<file path="src/rtl/ff_shreg.sv">
// ff_shreg -- parametrised multi-stage register bank.
//
// DEPTH stages of WIDTH bits each, with clock enable, synchronous reset and
// four operating modes.
// Usable as a delay line, a serial-to-parallel buffer or a parallel-to-serial buffer.
//
// Parameters:
//   WIDTH      bits per stage (>= 1)
//   DEPTH      number of stages (>= 1); DEPTH=1 is a plain enabled register
//   RESET_VAL  value loaded into every stage on reset
//
// Ports:
//   clk     rising-edge clock
//   rst     synchronous active-high reset (overrides clk_en and mode)
//   clk_en  clock enable; 0 freezes all state
//   mode    00 HOLD, 01 SHIFT, 10 LOAD, 11 ROTATE
//   d       serial word shifted into stage 0
//   par_d   parallel load data, stage i = par_d[i*WIDTH +: WIDTH]
//   q       contents of stage DEPTH-1
//   par_q   all stages, same packing as par_d
//   fill    number of stages written since reset, 0..DEPTH
//   full    fill == DEPTH
module ff_shreg #(
    parameter int                WIDTH     = 8,
    parameter int                DEPTH     = 4,
    parameter logic [WIDTH-1:0]  RESET_VAL = '0,
    localparam int               FW        = $clog2(DEPTH + 1)
) (
    input  logic                     clk,
    input  logic                     rst,
    input  logic                     clk_en,
    input  logic [1:0]               mode,
    input  logic [WIDTH-1:0]         d,
    input  logic [WIDTH*DEPTH-1:0]   par_d,
    output logic [WIDTH-1:0]         q,
    output logic [WIDTH*DEPTH-1:0]   par_q,
    output logic [FW-1:0]            fill,
    output logic                     full
);

    typedef enum logic [1:0] {
        MODE_HOLD   = 2'b00,
        MODE_SHIFT  = 2'b01,
        MODE_LOAD   = 2'b10,
        MODE_ROTATE = 2'b11
    } mode_t;

    localparam logic [FW-1:0] FILL_MAX = FW'(DEPTH);

    logic [WIDTH-1:0] s      [DEPTH];
    logic [WIDTH-1:0] s_next [DEPTH];
    logic [FW-1:0]    fill_r;
    logic [FW-1:0]    fill_next;
    mode_t            mode_sel;

    assign mode_sel = mode_t'(mode);

    // Next-state selection for the stage array and fill counter.
    // The enable and reset are applied in the register block so that this
    // block only describes what each mode does.
    always_comb begin
        s_next    = s;
        fill_next = fill_r;
        case (mode_sel)
            MODE_SHIFT: begin
                s_next[0] = d;
                for (int i = 1; i < DEPTH; i++) begin
                    s_next[i] = s[i-1];
                end
                // Saturate: once every stage is written, further shifts
                // only push the oldest word off the end.
                if (fill_r != FILL_MAX) begin
                    fill_next = fill_r + 1'b1;
                end
            end
            MODE_LOAD: begin
                for (int i = 0; i < DEPTH; i++) begin
                    s_next[i] = par_d[i*WIDTH +: WIDTH];
                end
                fill_next = FILL_MAX;
            end
            MODE_ROTATE: begin
                // With DEPTH=1 this writes s[0] back to itself, i.e. HOLD.
                s_next[0] = s[DEPTH-1];
                for (int i = 1; i < DEPTH; i++) begin
                    s_next[i] = s[i-1];
                end
            end
            default: begin
                // HOLD: defaults already keep the current state.
            end
        endcase
    end

    always_ff @(posedge clk) begin
        if (rst) begin
            for (int i = 0; i < DEPTH; i++) begin
                s[i] <= RESET_VAL;
            end
            fill_r <= '0;
        end else if (clk_en) begin
            for (int i = 0; i < DEPTH; i++) begin
                s[i] <= s_next[i];
            end
            fill_r <= fill_next;
        end
    end

    genvar g;
    generate
        for (g = 0; g < DEPTH; g++) begin : g_pack
            assign par_q[g*WIDTH +: WIDTH] = s[g];
        end
    endgenerate

    assign q    = s[DEPTH-1];
    assign fill = fill_r;
    // Derived from the fill register, so it changes only on clk.
    assign full = (fill_r == FILL_MAX);

endmodule

</file>
<file path="config.mk">
export PLATFORM = sky130hd
export DESIGN_NAME = ff_shreg
export DESIGN_NICKNAME = d
export VERILOG_FILES = /design/src/rtl/ff_shreg.sv
export SDC_FILE = /design/constraint.sdc
export NUM_CORES = 1
export LEC_CHECK = 0
export CAP_MARGIN = 0
export CORE_ASPECT_RATIO = 0.8
export CORE_UTILIZATION = 29
export DETAILED_ROUTE_END_ITERATION = 10
export PLACE_DENSITY = 0.59
export SLEW_MARGIN = 20
export SYNTH_ARGS = -nofsm -noshare
export SYNTH_HDL_FRONTEND = slang
export SYNTH_SLANG_ARGS = --single-unit
</file>
<file path="constraint.sdc">
create_clock -name clk -period 2.19 [get_ports clk]
set_clock_uncertainty 0.2 [all_clocks]
set_input_delay 0.3285 -clock clk [delete_from_list [all_inputs] [get_ports clk]]
set_output_delay 0.3285 -clock clk [all_outputs]
set_load 0.005 [all_outputs]
</file>
==> flow_metrics.env <==
export IMPL_outcome="finished, final reports clean"
export IMPL_vias_per_cell=4.63
export IMPL_clock_sinks=35
export IMPL_yosysWarnings=0
export IMPL_die_w_um=90.8
export IMPL_antenna_cells=0
export IMPL_p_per_area_mw_per_mm2=573
export IMPL_drv_slew=0
export IMPL_ant_nets=0
export IMPL_grt_overflow=0
export IMPL_start_kind="register"
export IMPL_placedCellCount=341
export IMPL_cts_hold_fix_buffers=0
export IMPL_wl_mm=4.80
export IMPL_final_area_mm2=0.00281
export IMPL_cp_slowest_cell="clkdlybuf4s50_1"
export IMPL_wl_per_cell_um=13.8
export IMPL_critPathKind="register to output pin"
export IMPL_syn_area_mm2=0.00183
export IMPL_gp_congestion=0.762
export IMPL_hold_viol_final=0
export IMPL_drcViolationCount=0
export IMPL_cts_tree="yes"
export IMPL_final_cell_mix="clkdlybuf4s50_1, nor2_1, dfxtp_1"
export IMPL_port_buffer_count=88
export IMPL_drtIter0Drc=55
export IMPL_ys_seq_area_frac=0.383
export IMPL_synthesis_nets=237
export IMPL_max_slew_margin_rel=0.688
export IMPL_die_area_mm2=0.00664
export IMPL_path_buf_inv=2
export IMPL_setup_tns_final_ns=0
export IMPL_dr_pass1_iters=4
export IMPL_cts_max_path_buffers=2
export IMPL_syn_inst=190
export IMPL_final_period_utilization=0.944
export IMPL_finalSetupViolCount=0
export IMPL_fp_row_count=25
export IMPL_path_clk_slew_ns=0.07
export IMPL_dp_hpwl_mm=3.38
export IMPL_cap_violations=0
export IMPL_max_vdd_ir_drop_v=0.000247
export IMPL_clk_latency_ns=0.28
export IMPL_final_net_count=314
export IMPL_grtUsageTotal=0.148
export IMPL_critPathTopFamily="buffers and inverters"
export IMPL_end_kind="output pin"
export IMPL_yosysUniqueCellTypes=35
export IMPL_clock_fmax_mhz=484
export IMPL_min_period_ns=2.07
export IMPL_grt_max_degree=38
export IMPL_vias=1610
export IMPL_instances_no_fill=348
export IMPL_grt_pass1_wl_mm=7.60
export IMPL_antenna_found_initial=0
export IMPL_synth_area_per_cell_um2=9.63
export IMPL_io_pins=89
export IMPL_ys_seq_elements=35
export IMPL_worstMarginPinSlew_ns=0.467
export IMPL_rsz0062_at_grt="false"
export IMPL_postPlaceCellArea_mm2=0.00272
export IMPL_cp_required_ns=1.66
export IMPL_min_path_type="register to register"
export IMPL_coreArea_mm2=0.00601
export IMPL_cp_slowest_stage_delay_ns=0.43
export IMPL_crit_fanout=6
export IMPL_initial_core_util=0.305
export IMPL_root_buffer="clkbuf_8"
export IMPL_path_cells="inv_1, ha_1, and2_4, clkdlybuf4s50_1"
export IMPL_cts_made_buffers=5
export IMPL_die_y_um=73.1
export IMPL_grt_pass1_vias=1484
export IMPL_fillers=601
export IMPL_p_leak_nw=1.12
export IMPL_final_common_cell="clkdlybuf4s50_1"
export IMPL_cp_arrival_ns=1.54
export IMPL_drive_above_1_share=0.120
export IMPL_syn2layout_area_growth_pct=53.3
export IMPL_ctsHtreeMaxLevel=2
==> worst paths after layout <==
check,start,endpoint,slack (ns),cells past startpoint
worst min-delay path,fill[1],fill[1],0.32,2
worst max-delay path,fill[0],full,0.12,4
worst min register to register,fill[1],fill[1],0.32,2
worst max register to register,fill[0],fill[0],0.47,5
==> cell type report <==
type,instances,area [um^2],area share
multi-input cells,128,928,0.331
inverters,3,11.3,0.00401
repair buffers,94,976,0.348
flip-flops and latches,35,702,0.250
clock buffers,6,82.6,0.0294
clock inverters,1,5.00,0.00178
well taps,81,101,0.0361
==> flip-flops by register name (all words and copies together), names as in the netlist <==
name / cells
par_q: 24
fill: 3
q: 8
==> synth_stat cells <==
cell | n | area, um^2
buf_12 | 3 | 60.1
nor2_1 | 35 | 131
a31oi_1 | 1 | 6.26
nor3b_1 | 1 | 7.51
a21boi_1 | 1 | 7.51
o2bb2ai_1 | 1 | 8.76
nor3_1 | 3 | 15.0
nor4_1 | 1 | 6.26
a211oi_1 | 24 | 180
or4_1 | 1 | 7.51
nand2b_1 | 1 | 6.26
buf_4 | 11 | 82.6
ha_1 | 2 | 25.0
nand2_2 | 1 | 6.26
inv_1 | 3 | 11.3
nand3b_1 | 1 | 7.51
nand3b_2 | 1 | 11.3
dfxtp_1 | 35 | 701
nand2_1 | 1 | 3.75
o21ai_0 | 1 | 5.00
o22ai_1 | 8 | 50.1
o21a_1 | 1 | 7.51
mux2i_1 | 24 | 240
buf_2 | 5 | 25.0
mux2_1 | 1 | 11.3
nand2b_4 | 1 | 13.8
mux2_2 | 7 | 78.8
nand3_1 | 1 | 5.00
and3b_1 | 1 | 8.76
clkbuf_1 | 3 | 11.3
a21o_1 | 1 | 7.51
and2_1 | 1 | 6.26
nor3_2 | 6 | 60.1
buf_1 | 1 | 3.75
buf_6 | 1 | 11.3
==> tightest hold or removal path, cell delays in order (launching register included) <==
cell,delay (ns)
dfxtp_1,0.34
nand2b_1,0.07
o2bb2ai_1,0.06
==> routing by layer <==
metal / track usage / vias up / part of all wire
li1: - / 831 / -
met1: 0.209 / 727 / 0.50
met2: 0.221 / 48 / 0.43
met3: 0.0396 / 4 / 0.055
met4: 0.0423 / 0 / 0.0067
met5: 0 / - / 0
==> per-stage QoR <==
step	setup WS, ns	total power [mW]	util	hold slack (ns)
after floorplan	0.490	0.934	-	0.298
after global placement	0.131	1.15	0.452	0.306
after detailed placement	0.0797	1.15	0.452	0.311
after CTS	0.0138	1.64	0.467	0.322
after global routing	0.0402	1.70	0.467	0.340
final	0.123	1.61	0.467	0.316
==> power breakdown <==
part | switching [mW] | total, mW | internal [mW]
clock network | 0.225 | 0.472 | 0.247
logic | 0.147 | 0.407 | 0.260
registers | 0.0431 | 0.728 | 0.685
total | 0.416 | 1.61 | 1.19
==> cell families (layout without fill, tap and decap cells) <==
| kind of cell | count (synthesis) | in the layout | synth area share |
|---|---|---|---|
| AND/OR/NAND/NOR | 56 | 56 | 0.162 |
| buffers and inverters | 27 | 104 | 0.112 |
| adder cells (fa/ha/maj) | 2 | 2 | 0.0137 |
| multiplexers | 32 | 32 | 0.180 |
| flip-flops | 35 | 35 | 0.383 |
| AO/OA/AOI/OAI | 38 | 38 | 0.149 |
==> what timing repair did <==
action                                  CTS  global route
endpoints found under the setup margin    0             1
setup buffers                             0             0
resized for setup                         0             2
(Power assumes the default switching activity.)
